$ cat config.mk
export PLATFORM = sky130hd
export DESIGN_NAME = pwm_capture
export DESIGN_NICKNAME = d
export VERILOG_FILES = /design/src/rtl/pwm_capture.sv
export SDC_FILE = /design/constraint.sdc
export NUM_CORES = 1
export LEC_CHECK = 0
export ABC_AREA = 1
export ABC_CLOCK_PERIOD_IN_PS = 3800
export BUFFER_PORTS_ARGS = -buffer_cell sky130_fd_sc_hd__buf_2
export CAP_MARGIN = 20
export CORE_ASPECT_RATIO = 0.5
export CORE_MARGIN = 2
export CORE_UTILIZATION = 45
export DETAILED_ROUTE_END_ITERATION = 10
export PLACE_DENSITY = 0.72
export SLEW_MARGIN = 20
export SYNTH_ARGS = -nofsm -noshare
export SYNTH_HDL_FRONTEND = slang
export SYNTH_SLANG_ARGS = --single-unit
$ cat constraint.sdc
create_clock -name clk_i -period 3.8 [get_ports clk_i]
set_input_delay 0.57 -clock clk_i [delete_from_list [all_inputs] [get_ports clk_i]]
set_output_delay 0.57 -clock clk_i [all_outputs]
set_load 0.01 [all_outputs]
$ cat src/rtl/pwm_capture.sv
// pwm_capture: input-capture peripheral measuring period and high time of pwm_i in prescaled ticks
module pwm_capture #(
  parameter int CNT_W       = 16,
  parameter int SYNC_STAGES = 2
) (
  input  logic        clk_i,
  input  logic        rst_ni,
  input  logic        re_i,
  input  logic        we_i,
  input  logic [7:0]  addr_i,
  input  logic [31:0] wdata_i,
  input  logic [3:0]  be_i,
  output logic [31:0] rdata_o,
  input  logic        pwm_i,
  output logic        irq_o,
  output logic        active_o
);
  localparam logic [2:0] IDLE = 3'd0, ARM = 3'd1, HIGH = 3'd2, LOW = 3'd3, DONE = 3'd4;
  localparam logic [CNT_W-1:0] CNT_MAX = {CNT_W{1'b1}};
  logic [SYNC_STAGES-1:0] sync_q;
  logic lvl_q, rise_q, fall_q, lvl, rise, fall;
  logic [3:0] ctrl_q, ctrl_d;
  logic soft_q, soft_d, irq_q, irq_d;
  logic [CNT_W-1:0] div_q, div_d, pre_q, pre_d, per_cnt_q, per_cnt_d, hi_cnt_q, hi_cnt_d;
  logic [CNT_W-1:0] period_q, period_d, high_q, high_d, snap_q, snap_d, tick_w;
  logic [2:0] status_q, status_d, set, state_q, state_d;
  logic wr, wr_ctrl, wr_div, wr_stat, rd_per, en, tick, sat, unused_ok;
  logic [31:0] mask, div_wr;

  assign wr = we_i & ~re_i;
  assign wr_ctrl = wr & (addr_i == 8'h00) & be_i[0];
  assign wr_div = wr & (addr_i == 8'h04) & |be_i;
  assign wr_stat = wr & (addr_i == 8'h10) & be_i[0];
  assign rd_per = re_i & (addr_i == 8'h08);
  assign mask = {{8{be_i[3]}}, {8{be_i[2]}}, {8{be_i[1]}}, {8{be_i[0]}}};
  assign div_wr = (32'(div_q) & ~mask) | (wdata_i & mask);
  assign unused_ok = ^{wdata_i, div_wr};
  assign en = ctrl_q[0];
  assign lvl = sync_q[SYNC_STAGES-1] ^ ctrl_q[3];
  assign rise = rise_q & en;
  assign fall = fall_q & en;
  assign tick = en & ((div_q <= CNT_W'(1)) | (pre_q == div_q - 1'b1));
  assign tick_w = CNT_W'(tick);
  assign sat = tick & (per_cnt_q == CNT_MAX - 1'b1);
  assign irq_o = irq_q;
  assign active_o = state_q != IDLE;

  // read mux; HIGH returns the snapshot taken on the last PERIOD read
  always_comb begin
    rdata_o = addr_i == 8'h00 ? {24'b0, soft_q, 3'b000, ctrl_q}
            : addr_i == 8'h04 ? 32'(div_q)
            : addr_i == 8'h08 ? 32'(period_q)
            : addr_i == 8'h0C ? 32'(snap_q)
            : addr_i == 8'h10 ? {29'b0, status_q}
            : 32'b0;
  end

  // next state: bus writes, prescaler, measurement FSM, status and interrupt
  always_comb begin
    ctrl_d = wr_ctrl ? wdata_i[3:0] : ctrl_q;
    soft_d = wr_ctrl & wdata_i[7];
    div_d = wr_div ? div_wr[CNT_W-1:0] : div_q;
    pre_d = (!en || wr_div || tick) ? '0 : pre_q + 1'b1;
    snap_d = rd_per ? high_q : snap_q;
    period_d = period_q;
    high_d = high_q;
    per_cnt_d = per_cnt_q;
    hi_cnt_d = hi_cnt_q;
    state_d = state_q;
    set = 3'b000;
    case (state_q)
      IDLE: state_d = ARM;
      ARM: begin
        per_cnt_d = rise ? tick_w : per_cnt_q;
        hi_cnt_d = rise ? tick_w : hi_cnt_q;
        state_d = rise ? HIGH : ARM;
      end
      HIGH: begin
        per_cnt_d = per_cnt_q + tick_w;
        hi_cnt_d = fall ? hi_cnt_q : hi_cnt_q + tick_w;
        state_d = fall ? LOW : HIGH;
      end
      LOW: begin
        per_cnt_d = per_cnt_q + tick_w;
        if (rise) begin
          period_d = per_cnt_q;
          high_d = hi_cnt_q;
          set = {status_q[0], 2'b01};
          per_cnt_d = ctrl_q[1] ? tick_w : '0;
          hi_cnt_d = ctrl_q[1] ? tick_w : '0;
          state_d = ctrl_q[1] ? HIGH : DONE;
        end
      end
      DONE: state_d = (wr_ctrl && wdata_i[1:0] == 2'b11) ? ARM : DONE;
      default: state_d = IDLE;
    endcase
    if (sat && (state_q == HIGH || (state_q == LOW && !rise))) begin
      set[1] = 1'b1;
      per_cnt_d = '0;
      hi_cnt_d = '0;
      state_d = ARM;
    end
    if (!en) begin
      state_d = IDLE;
      per_cnt_d = '0;
      hi_cnt_d = '0;
    end
    status_d = (status_q & ~(wr_stat ? wdata_i[2:0] : 3'b000)) | set;
    irq_d = ctrl_q[2] & |status_q;
    if (soft_q) begin
      ctrl_d = '0;
      soft_d = 1'b0;
      div_d = '0;
      pre_d = '0;
      snap_d = '0;
      period_d = '0;
      high_d = '0;
      per_cnt_d = '0;
      hi_cnt_d = '0;
      state_d = IDLE;
      status_d = '0;
      irq_d = 1'b0;
    end
  end

  // synchroniser and edge flops; soft clear leaves them alone so it never fakes an edge
  always_ff @(posedge clk_i or negedge rst_ni) begin
    if (!rst_ni) begin
      sync_q <= '0;
      lvl_q <= 1'b0;
      rise_q <= 1'b0;
      fall_q <= 1'b0;
    end else begin
      sync_q <= {sync_q[SYNC_STAGES-2:0], pwm_i};
      lvl_q <= lvl;
      rise_q <= lvl & ~lvl_q;
      fall_q <= ~lvl & lvl_q;
    end
  end

  // register file, counters and FSM state
  always_ff @(posedge clk_i or negedge rst_ni) begin
    if (!rst_ni) begin
      ctrl_q <= '0;
      soft_q <= 1'b0;
      div_q <= '0;
      pre_q <= '0;
      snap_q <= '0;
      period_q <= '0;
      high_q <= '0;
      per_cnt_q <= '0;
      hi_cnt_q <= '0;
      state_q <= IDLE;
      status_q <= '0;
      irq_q <= 1'b0;
    end else begin
      ctrl_q <= ctrl_d;
      soft_q <= soft_d;
      div_q <= div_d;
      pre_q <= pre_d;
      snap_q <= snap_d;
      period_q <= period_d;
      high_q <= high_d;
      per_cnt_q <= per_cnt_d;
      hi_cnt_q <= hi_cnt_d;
      state_q <= state_d;
      status_q <= status_d;
      irq_q <= irq_d;
    end
  end
endmodule

# Yosys cells after proc, flatten, opt, wreduce, memory -nomap -nowiden
# Cells that the tools add are included.
[totals]
ff_bits = 129
in_bits = 49
output_inout_bits = 34
wordCells = 133
[op_classes]
n_addsub = 4
magnitude_cmp = 1
n_eq_ne = 15
muxes = 48
bitwise_logic = 28
n_reduce_logical = 21
[ops]
columns = ["operator", "n"]
rows = [
  ["$mux W16", 26],
  ["$pmux W16 S3", 2],
  ["$mux W3", 11],
  ["$add A16 B1 Y16", 2],
  ["$and A16 B16 Y16", 2],
  ["$add A16 B1 Y16 const B", 1],
  ["$and A1 B1 Y1", 16],
  ["$eq A16 B16 Y1", 1],
  ["$eq A16 B16 Y1 const B", 1],
  ["$eq A8 B4 Y1 const B", 2],
  ["$le A16 B1 Y1 const B", 1],
  ["$not A16 Y16", 1],
  ["$or A16 B16 Y16", 1],
  ["$sub A16 B1 Y16 const B", 1],
  ["$pmux W3 S5", 1],
  ["$ne A5 B4 Y1 const B", 2],
  ["$reduce_bool A2 Y1", 5],
  ["$eq A8 B3 Y1 const B", 1],
  ["$eq A8 B5 Y1 const B", 1],
  ["$logic_not A8 Y1", 1],
  ["$mux W4", 2],
  ["$eq A3 B2 Y1 const B", 2],
  ["$ne A6 B1 Y1 const B", 1],
  ["$mux W1", 5],
  ["other kinds (20)", 28],
]

# Longest topological paths before layout
[depth]
word_depth = 10
mapped_depth = 24
ltp_nobuf = 24

# Least setup slack after synthesis
# Ideal clock, no wire load.
[synth_timing]
path_type = "reg2reg"
startpoint = "register div_q[0]"
endpoint = "register hi_cnt_q[15]"
setup_time_ns = 0.118
arrival_time_ns = 3.067
required_time_ns = 3.682
path_slack_ns = 0.616
stages_incl_launch_ff = 25
path_buffers = 0
period_less_slack_ns = 3.184
path_cell_list = "dfrtp_1 inv_2 ha_1 nand2_4 nor2_4 nand2_1 nand2_1 nand2_1 nor2_1 nand3_1 nor2_1 nand2_1 a21oi_1 ha_1 nand3_1 nor2_1 nand2_1 nor2_1 nand3_1 nor3_1 nand3_1 xor2_1 nor2_1 nand3_1 nand2_1"
[synth_between]
elab_chain_len = 10
word_cells_on_any_way = 18
cone_classes = "add/sub (2); order compare (1); eq/ne (5); mux (5); bitwise (3); reduce/logical (2)"
[synth_rtl]
columns = ["item", "line", "source"]
rows = [
  ["from (decl)", "24", "logic [CNT_W-1:0] div_q, div_d, pre_q, pre_d, per_cnt_q, per_cnt_d, hi_cnt_q, hi_cnt_d;"],
  ["from (signal assigned)", "159", "div_q <= div_d;"],
  ["$sub A16 B1 Y16", "42", "assign tick = en & ((div_q <= CNT_W'(1)) | (pre_q == div_q - 1'b1));"],
  ["$eq A16 B16 Y1", "42", ""],
  ["$or A1 B1 Y1 (*)", "42", ""],
  ["$and A1 B1 Y1 (*)", "42", ""],
  ["$add A16 B1 Y16", "80", "hi_cnt_d = fall ? hi_cnt_q : hi_cnt_q + tick_w;"],
  ["$mux W16", "80", ""],
  ["$pmux W16 S3", "71", "case (state_q)"],
  ["$mux W16", "97", "if (sat && (state_q == HIGH || (state_q == LOW && !rise))) begin"],
  ["$mux W16", "103", "if (!en) begin"],
  ["$mux W16", "110", "if (soft_q) begin"],
  ["to (signal assigned)", "165", "hi_cnt_q <= hi_cnt_d;"],
  ["to (decl)", "24", ""],
]
# Mark *: on every way between the ends. The rest lies on a longest branch, timed or not. The select of a mux whose other input is x is not followed.
# A chain may end at the register's enable or synchronous reset.

# Worst setup path in the final report
[layout_timing]
startpoint = "register div_q[0]"
endpoint = "register hi_cnt_q[11]"
# The elaborated chain is that of the path after synthesis.

==> results.tsv <==
stage	metric	value	unit
status	status	finished, final reports clean	
synth	post-synth top area share	0.4295	
routing	First-pass DRT Iterations	5	
critical_path	CP max FO	6	
timing	post-route setup slack	338.5	ps
synth	Seq cells post-synth	129	
synth	most numerous cell in the Yosys netlist	nand2_1	
routing	Routed Antenna Nets	0	
routing	WL per Instance	15.53	um
layout	Area Growth Syn to Fin	14.17	%
grt	vias in the first global route	6281	
floorplanning	Core ar.	0.01635	sq mm
floorplanning	# IOs	83	
critical_path	most used cell, CP	nand2_1	
power_and_ir_drop	LEAKAGE	4.246	nW
grt	overall track demand over capacity in global routing	0.2251	
critical_path	Setup CP Type	flop to flop	
critical_path	Critical Path, Cell by Cell	inv_4 > ha_2 > nand2_4 > nor2_4 > nand2_1 > nand2_1 > nand2_1 > nor2_1 > nand3_1 > nor2_1 > nand2_2 > a21oi_2 > ha_1 > nand3_1 > nor2_2 > nand2_1 > nor2_4 > nand3_2 > buf_4 > o21ai_0 > nor3b_1 > nand3_1 > nand2_1	
timing	Fmax achieved	288.9	MHz
floorplanning	die boundary height	95.39	um
clocking	# hold bufs at CTS	0	
timing	clk_skew	8.096	ps
critical_path	Critical-path top delay cell	dfrtp_2	
layout	Core Util, Final	0.5248	
clocking	clk sink count	129	
layout	Antenna diodes	0	
floorplanning	row cnt	33	
synth	synth top area cells	dfrtp_1 (43%), nand2_1 (9.1%), inv_1 (6.6%), nand3_1 (4.6%), o21ai_0 (4.1%)	
power_and_ir_drop	VDD IR max	293.3	uV
layout	layout cell share with drive strength beyond 1	0.1474	
routing	drt initial violations	678	
floorplanning	die width	186.8	um
placed_design	IO buf count	50	
routing	Post-Route WL	19120	um
placed_design	placed cell count	1201	
layout	Final nets	1049	
timing	Final Hold Viols	0	
timing	Final setup viols	0	
routing	# DRC	0	
critical_path	Bufs and invs on worst path	2	
clocking	CTS Buf Count	17	
synth	leading cell types by count after synthesis	nand2_1 (182), inv_1 (133), dfrtp_1 (129), nor2_1 (78), nand3_1 (69)	
clocking	CTS tree	done	
clocking	clock slew at reported path FFs	60	ps
floorplanning	Initial Util	0.4597	
hold_path	worst hold path type	input pin to flop	
job	maxcap violations	0	
placed_design	gpl congestion	0.9132	
grt	largest net degree at the start of global routing	70	
synth	average size of a mapped cell	7.987	sq um
timing	fin crit share	0.9109	
critical_path	worst path required time	4150	ps
timing	Slew HR	0.4045	
synth	Mapped Cells	941	
critical_path	WP data arrival	3810	ps
grt	global-route wire length before repair	31510	um
routing	via-per-instance ratio	5.361	
power_and_ir_drop	pwr/cell area	492.3	mW/mm^2
synth	largest area contributor in the netlist	dfrtp_1	
placed_design	Placed Area	0.007926	sq mm
critical_path	critical path startpoint category	flop	
critical_path	Setup crit end kind	flop	
clocking	H-tree lvl count	4	
synth	Seq/Total Area, Yosys	0.4295	
grt	total gr overflow	0	
placed_design	pre-CTS setup slack	68.58	ps
timing	Worst-Margin Slew	893.2	ps
clocking	Worst-Skew Late Latency	410	ps
critical_path	CP max stage delay	450	ps
synth	Main synth FF type	dfrtp_1	
timing	Slew Viols, Final	0	
floorplanning	die area	0.01782	sq mm
critical_path	delay-heaviest family, CP	simple AND/OR/NAND/NOR gates	
synth	yosys warns	0	
synth	Cell Area, Synth	0.007516	sq mm
placed_design	Post-DP HPWL	13840	um
routing	vias post-DR	6600	
synth	Async SR Flop Fraction	1.000	
timing	min Tclk post-route	3461	ps
grt	initial antenna violation count	0	
clocking	clk root buf	clkbuf_16	
synth	Synth cell types	51	
timing	TNS Setup	0	ps
layout	design area	0.008581	sq mm
clocking	Max clock buf depth	2	
layout	Non-Filler Instances	1231	
synth	Post-synth EDFFs	0	
[cells in the final DEF (no fill, tap or decap), types with 9 or more instances in the layout]
| cell type | netlist | routed |
|---|---|---|
| nand2_1 | 182 | 181 |
| inv_1 | 133 | 132 |
| dfrtp_1 | 129 | 128 |
| nor2_1 | 78 | 76 |
| nand3_1 | 69 | 68 |
| o21ai_0 | 61 | 61 |
| buf_2 | 7 | 49 |
| a22oi_1 | 31 | 31 |
| nor3_1 | 32 | 30 |
| xor2_1 | 25 | 25 |
| clkbuf_16 | 0 | 17 |
| conb_1 | 1 | 16 |
| xnor2_1 | 14 | 14 |
| buf_4 | 17 | 14 |
| o221ai_1 | 12 | 12 |
| a21oi_1 | 12 | 11 |
| o22ai_2 | 10 | 10 |
| o22ai_1 | 9 | 9 |
| nand4_1 | 9 | 9 |
[sequential cells by signal, summed over array words and instances, names as in the netlist, 4 cells and up]
register and flops:
high_q 16, snap_q 16, pre_q 16, hi_cnt_q 16
div_q 16, per_cnt_q 16, period_q 16, ctrl_q 4
[final timing paths]
check | startpoint | to | slack, ps | depth (start not counted)
max | div_q[0] | hi_cnt_q[11] | 340 | 23
min | pwm_i | sync_q[0] | 270 | 1
max reg2reg | div_q[0] | hi_cnt_q[11] | 340 | 23
min in group asynchronous | rst_ni | per_cnt_q[3] | 290 | 1
max in group asynchronous | rst_ni | div_q[9] | 2660 | 2
min reg2reg | sync_q[0] | sync_q[1] | 340 | 0
[power by group]
| part | leakage [nW] | total [mW] | internal (mW) | switching [mW] |
|---|---|---|---|---|
| clock | 0.302 | 1.71 | 1.12 | 0.586 |
| combinational | 2.22 | 0.928 | 0.290 | 0.638 |
| sequential | 1.73 | 1.59 | 1.48 | 0.108 |
| total | 4.25 | 4.22 | 2.89 | 1.33 |
[area by class of cell]
class	count	area, sq um
Clock buffer	20	456.7
Clock inverter	10	160.2
Multi-Input combinational cell	640	3565
Tap cell	227	284.0
Fill cell	1514	7770
Inverter	142	535.5
Timing Repair Buffer	63	350.3
Sequential cell	129	3229
[routing by layer]
metal | wire, um | vias to the layer above | track usage
met4 | 205 | 0 | 0.06085
met5 | 0 | - | 0
met3 | 1186 | 19 | 0.05079
met2 | 9005 | 214 | 0.3724
met1 | 8722 | 3182 | 0.3018
li1 | - | 3185 | -
[metrics by stage]
step | hold WS, ps | total power, mW
global route | 246.1 | 4.434
floorplan | 274.4 | 2.330
global placement | 334.3 | 2.486
detailed placement | 335.8 | 2.514
finish | 269.4 | 4.224
CTS | 256.4 | 4.234
[repair_timing]
item | 4_1_cts | 5_1_grt
setup endpoints to repair | 0 | 9
setup buffers | 0 | 0
gates resized for setup | 0 | 12
[cells by family after synthesis]
| logic type | after synthesis | share of synthesized area |
|---|---|---|
| simple gates | 417 | 0.2600 |
| other cells | 1 | 0.0004989 |
| xor+xnor | 40 | 0.04761 |
| flops | 129 | 0.4295 |
| compound gates | 160 | 0.1425 |
| fa+ha+maj | 7 | 0.01165 |
| buf+inv | 187 | 0.1082 |
(Power assumes the default switching activity.)
